### src/rtl/gate_bist_pkg.sv
// Shared types, widths and golden response for the gate-bank self-test.
package gate_bist_pkg;

   localparam int VEC_W  = 3;
   localparam int GATE_W = 6;

   localparam int GB_AND  = 5;
   localparam int GB_OR   = 4;
   localparam int GB_NAND = 3;
   localparam int GB_NOR  = 2;
   localparam int GB_XOR  = 1;
   localparam int GB_XNOR = 0;

   typedef enum logic [1:0] {
      ST_IDLE = 2'd0,
      ST_HOLD = 2'd1,
      ST_DONE = 2'd2
   } state_t;

   function automatic logic [GATE_W-1:0] expected_resp(input logic [VEC_W-1:0] v);
      logic [GATE_W-1:0] r;
      r          = '0;
      r[GB_AND]  = &v;
      r[GB_OR]   = |v;
      r[GB_NAND] = ~&v;
      r[GB_NOR]  = ~|v;
      r[GB_XOR]  = ^v;
      r[GB_XNOR] = ~^v;
      return r;
   endfunction

endpackage

### src/rtl/gate_bist_ref.sv
// Combinational golden response of an ideal 3-input gate bank.
module gate_bist_ref
   import gate_bist_pkg::*;
(
   input  logic [VEC_W-1:0]  vec,
   output logic [GATE_W-1:0] resp
);

   assign resp = expected_resp(vec);

endmodule

### src/rtl/gate_bist.sv
// Walks all 8 input vectors through the gate bank and scores the responses.
//
//   state   | meaning
//   --------+-----------------------------------------------------------
//   ST_IDLE | waiting for start; results of last run held
//   ST_HOLD | driving vec_o, hold counter counts down, sample at zero
//   ST_DONE | one-cycle done pulse, pass valid, then back to idle
module gate_bist
   import gate_bist_pkg::*;
#(
   parameter int unsigned SETTLE_CYCLES = 1
) (
   input  logic              clk,
   input  logic              rst_n,
   input  logic              start,
   output logic [VEC_W-1:0]  vec_o,
   input  logic [GATE_W-1:0] gate_i,
   output logic              busy,
   output logic              done,
   output logic              pass,
   output logic [3:0]        err_count,
   output logic [VEC_W-1:0]  fail_vec,
   output logic              fail_valid
);

   localparam logic [3:0] HOLD_LOAD = 4'(SETTLE_CYCLES);

   state_t            state;
   logic [3:0]        hold_cnt;
   logic [GATE_W-1:0] exp_resp;
   logic              mismatch;
   logic [3:0]        err_next;

   gate_bist_ref u_ref (
      .vec  (vec_o),
      .resp (exp_resp)
   );

   assign mismatch = (gate_i != exp_resp);
   assign err_next = mismatch ? err_count + 4'd1 : err_count;

   always_ff @(posedge clk or negedge rst_n) begin
      if (!rst_n) begin
         state      <= ST_IDLE;
         hold_cnt   <= 4'd0;
         vec_o      <= '0;
         busy       <= 1'b0;
         done       <= 1'b0;
         pass       <= 1'b0;
         err_count  <= 4'd0;
         fail_vec   <= '0;
         fail_valid <= 1'b0;
      end else begin
         case (state)
            ST_IDLE: begin
               done <= 1'b0;
               if (start) begin
                  state      <= ST_HOLD;
                  hold_cnt   <= HOLD_LOAD;
                  vec_o      <= '0;
                  busy       <= 1'b1;
                  pass       <= 1'b0;
                  err_count  <= 4'd0;
                  fail_vec   <= '0;
                  fail_valid <= 1'b0;
               end
            end
            ST_HOLD: begin
               if (hold_cnt != 4'd0) begin
                  hold_cnt <= hold_cnt - 4'd1;
               end else begin
                  // terminal count: this edge is the sample point of the window
                  err_count <= err_next;
                  if (mismatch && !fail_valid) begin
                     fail_vec   <= vec_o;
                     fail_valid <= 1'b1;
                  end
                  if (vec_o == '1) begin
                     state <= ST_DONE;
                     vec_o <= '0;
                     busy  <= 1'b0;
                     done  <= 1'b1;
                     pass  <= (err_next == 4'd0);
                  end else begin
                     vec_o    <= vec_o + 1'b1;
                     hold_cnt <= HOLD_LOAD;
                  end
               end
            end
            ST_DONE: begin
               state <= ST_IDLE;
               done  <= 1'b0;
            end
            default: begin
               state <= ST_IDLE;
               busy  <= 1'b0;
               done  <= 1'b0;
            end
         endcase
      end
   end

endmodule

### config.mk
export PLATFORM = sky130hd
export DESIGN_NAME = gate_bist
export DESIGN_NICKNAME = d
export VERILOG_FILES = /design/src/rtl/gate_bist_pkg.sv /design/src/rtl/gate_bist_ref.sv /design/src/rtl/gate_bist.sv
export SDC_FILE = /design/constraint.sdc
export NUM_CORES = 1
export LEC_CHECK = 0
export BUFFER_PORTS_ARGS = -buffer_cell sky130_fd_sc_hd__buf_2
export CAP_MARGIN = 15
export CORE_ASPECT_RATIO = 1.2
export CORE_UTILIZATION = 35
export DETAILED_ROUTE_END_ITERATION = 8
export PLACE_DENSITY = 0.61
export SLEW_MARGIN = 40
export SYNTH_ARGS = -nofsm -noshare
export SYNTH_HDL_FRONTEND = slang
export SYNTH_HIERARCHICAL = 1
export SYNTH_SLANG_ARGS = --single-unit
export TNS_END_PERCENT = 30
### constraint.sdc
create_clock -name clk -period 2.4 [get_ports clk]
set_input_delay 0.24 -clock clk [delete_from_list [all_inputs] [get_ports clk]]
set_output_delay 0.24 -clock clk [all_outputs]
set_load 0.005 [all_outputs]
# After elaboration in Yosys (flattened, before gate mapping)
# Cells that the tools add are included.
# totals
register_bits	20
input_bits	9
output_inout_bits	14
elab_cells	74
# op_classes
addsub	3
n_eq_ne	9
muxes	33
bitwise	1
reduce_logical	19
# ops
cell	count
two-way mux 4 bit	6
one-hot mux 4 bit (2 select lines)	2
two-way mux 3 bit	5
one-hot mux 3 bit (2 select lines)	2
AND reduction 3 bit	4
AND reduction 4 bit	3
two-way mux 1 bit	11
inequality test 2 bit, second input constant	4
two-way mux 2 bit	3
inequality test 6 bit	1
adder 4 x 1 -> 4 bit, second input constant	1
logical NOT 4 bit	1
one-hot mux 1 bit (2 select lines)	2
one-hot mux 2 bit (2 select lines)	1
nonzero test 4 bit	1
subtractor 4 x 1 -> 4 bit, second input constant	1
adder 3 x 1 -> 3 bit, second input constant	1
== test 3 bit, second input constant	1
logical NOT 1 bit	3
inequality test 3 bit, second input constant	1
one-hot mux 1 bit (3 select lines)	1
OR reduction 3 bit	1
XNOR reduction 3 bit	1
XOR reduction 3 bit	1
7 further kinds	7

# Longest topological paths before layout
# logic_depth
word_depth	8
depth_mapped	8
ltp_nobuf	8

# Modules after synthesis
# The synthesis kept the hierarchy.
# by_module_without_submodules
module	n_inst	cells_per_inst	area_each_um2	seq_area_each_um2
gate_bist	1	116	1147.4	500.5
gate_bist_ref	1	10	73.8	0.0

# Worst setup path before layout
# OpenSTA, ideal clock, no wires.
# synth_timing
path_type	register -> register
from	reg vec_o[0]
to	reg fail_vec[0]
setup_time_ns	0.122
arrival_time_ns	1.886
required_time_ns	2.278
path_slack_ns	0.392
path_stages_with_launch	8
cell_sequence	dfrtp_1 inv_1 ha_1 xor2_1 xnor2_1 and4_1 a21oi_2 a32o_1
# synth_lines
element	line_no	rtl
start, declared	gate_bist.sv:16	output logic [VEC_W-1:0] vec_o,
start signal, assigned	gate_bist.sv:85	vec_o <= vec_o + 1'b1;
XOR reduction 3 bit	gate_bist_pkg.sv:27	r[GB_XOR] = ^v;
named net exp_resp[1]	gate_bist.sv:30	logic [GATE_W-1:0] exp_resp;
inequality test 6 bit	gate_bist.sv:39	assign mismatch = (gate_i != exp_resp);
logical AND 1 bit	gate_bist.sv:74	if (mismatch && !fail_valid) begin
inequality test 2 bit (no source line)	-	
AND reduction 4 bit (no source line)	-	
end signal, assigned	gate_bist.sv:75	fail_vec <= vec_o;
end, declared	gate_bist.sv:22	output logic [VEC_W-1:0] fail_vec,
# The timed path passes the listed nets, and every way through them passes these cells. The select of a mux whose other input is x is not followed.
# A chain may end at the register's enable or synchronous reset.

# Final worst setup path
# Same ends and word-level chain as after synthesis.

==> impl_metrics.toml <==
[synthesis]
syn_inst = 126
synth_commonest_cells = "20 x dfrtp_1, 15 x nand2_1, 10 x inv_1, 10 x nor2_1, 8 x xnor2_1"
synth_warnings = 6
ys.flop_type = "dfrtp_1"
yosys-top-cells-area = "dfrtp_1 41%, ha_1 7.2%, xnor2_1 5.7%"
synth_area_um2 = 1221
synthSimpleGateAreaFrac_pct = 19.98
seq_area_frac_synth_pct = 40.98
synth.distinct_cells = 36
synth_nets = 142
muxShareOfSynthArea_pct = 0.8197
synth.avg_cell_area_um2 = 9.692
synth_edf_count = 0
synth_seq_cells = 20
synth_xor_area_share_pct = 7.889
synth_top_area_share_pct = 40.98
synth_top_family_by_area = "simple AND/OR/NAND/NOR gates"
yosys.area.top_type = "dfrtp_1"
synth_compound_area_share_pct = 18.14
post-synth-top-count-cell = "dfrtp_1"
synthArstFlopShare_pct = 100.0
synth_fa_ha_area_share_pct = 7.172

[finish]
syn2layout_area_growth_pct = 18.75
drive_gt1_share_pct = 23.03
n_antenna_cell = 0
nets = 169

[sta]
tightest_slew_ns = 0.4655
setup_tns_ns = 0
rsz0062_at_grt = "false"
hold_viol_final = 0
min_period_ns = 2.180
max_freq_mhz = 458.8
skew_ns = 0.006885
fin_crit_sh_pct = 90.82
setup_viol = 0
drv_slew = 0
timing.slew.headroom_pct = 68.97

[floorplanning]
die_y_um = 66.71
initial_core_util_pct = 36.58
io_pins = 23
coreArea_um2 = 3338
rows = 23
die-area_um2 = 3730
dieWidth_um = 55.92

[pwr]
p_total_mw = 1.825
power.leakage_nw = 0.6884
ir_drop_mv = 0.6934
powerDensity_nw_per_um2 = 1258

[clock_network]
postCtsSetupBuffers = 0
clk_pin_slew_ns = 0.08
cts-resized-gates = 0
cts-htree-levels = 1
root_buffer = "clkbuf_8"
postCtsHoldBufs = 1
clk-insertion-delay-late_ns = 0.26
clockBufferDepth = 2
cts_tree = "yes"
numCtsBuffers = 3
cts_sinks = 20

[critical_path]
r2r_setup_slack_ns = 0.22
end_kind = "flip-flop"
cp-start-kind = "flip-flop"
arrival_ns = 2.33
crit_type = "flip-flop to flip-flop"
cp.required_ns = 2.55
cp_max_fo = 7

[detailed_routing]
vias = 981
dr_wl_met2_mm = 1.166
drtIter0Drc = 20
wl_per_cell_um = 13.19
wl_mm = 2.493
via_per_inst = 5.190
antenna_left = 0
wl_met1_mm = 1.245
wl_met3_um = 81
first_pass_iters = 4
routed.top_layer = "met3"
drc = 0

[grt]
grt_start_max_net_pins = 21
grt_usage_pct = 14.28
grt_pass1_vias = 956
grt-ovfl-total = 0
grt_pass1_wl_mm = 4.278
antenna_found_initial = 0

[place]
hpwlAfterDp_mm = 1.915
portBuffers = 22
place.gp.congestion = 0.8119

[run]
drv_cap = 0

[status]
status = "completed"

[min_path]
min_path_type = "input pin to flip-flop"
==> cell families after synthesis <==
logic type	Yosys count
flip-flops	20
buffers and inverters	13
XOR/XNOR	11
AND/OR/NAND/NOR	45
adder cells (fa/ha/maj)	7
AO/OA/AOI/OAI	29
multiplexers	1
==> worst max-delay path, cell delays in order (launching register included) <==
cell and delay (ns):
dfrtp_1 0.49, inv_1 0.08, ha_1 0.34, xor2_1 0.18
xnor2_1 0.19, and4_1 0.35, a21oi_2 0.15, a32o_1 0.29
==> metal layers <==
metal  global-route usage (%)  vias to the layer above
met3                    1.748                        0
met5                        0                        -
li1                         -                      487
met1                    18.63                      474
met2                    25.15                       20
met4                    3.659                        0
==> power by group <==
group	leakage, nW	switching [mW]	internal (mW)
clock network	0.0357	0.110	0.222
registers	0.246	0.157	0.478
logic	0.407	0.446	0.412
==> cell usage in the layout (no fill, tap or decap), types with 2 or more instances in the layout <==
cell and instances:
nor2b_1 4, and4_1 2, buf_4 2, nor3_1 3, and2_1 2, ha_1 7, clkbuf_8 3, o32ai_1 2
a21oi_1 7, a32o_1 3, inv_1 10, dfrtp_1 20, xor2_1 3, o21ai_1 2, nor2_1 10, nand4_1 2
o21ai_0 5, xnor2_1 8, a21o_1 3, nand2_1 15, buf_2 22
==> layout make-up <==
| class | instances | area (um^2) |
|---|---|---|
| fillers | 339 | 1888 |
| multi-input cells | 93 | 659.4 |
| flip-flops and latches | 20 | 500.5 |
| repair buffers | 25 | 135.1 |
| well taps | 37 | 46.29 |
| clock buffers | 3 | 41.29 |
| inverters | 10 | 37.54 |
| clock inverters | 1 | 30.03 |
==> sequential cells by signal, summed over array words and instances (netlist names), 2 cells and up <==
| signal | flops |
|---|---|
| err_count | 4 |
| fail_vec | 3 |
| hold_cnt | 4 |
| state | 2 |
| vec_o | 3 |
==> path summary, 6_finish.rpt <==
kind / start / end / cells past startpoint
worst max-delay path: vec_o[0] / fail_vec[0] / 7
worst min-delay path: start / busy / 3
worst max register to register: vec_o[0] / fail_vec[0] / 7
worst min register to register: done / done / 2
max in group asynchronous: rst_n / state[1] / 2
min in group asynchronous: rst_n / state[0] / 2
==> through the flow <==
step / cells / worst slack (ns) / area (um^2) / util (%) / hold WS, ns
3_3_place_gp: 184 / 0.3005 / 1369 / 41.00 / 0.2110
4_1_cts: 189 / 0.2135 / 1450 / 43.44 / 0.3237
6_report: 189 / 0.2204 / 1450 / 43.44 / 0.3317
2_1_floorplan: 126 / 0.3920 / 1221 / - / -0.05559
5_1_grt: 189 / 0.09041 / 1450 / 43.44 / 0.3441
3_5_place_dp: 184 / 0.2251 / 1369 / 41.00 / 0.2222
Power figures use the tool's default switching activity.
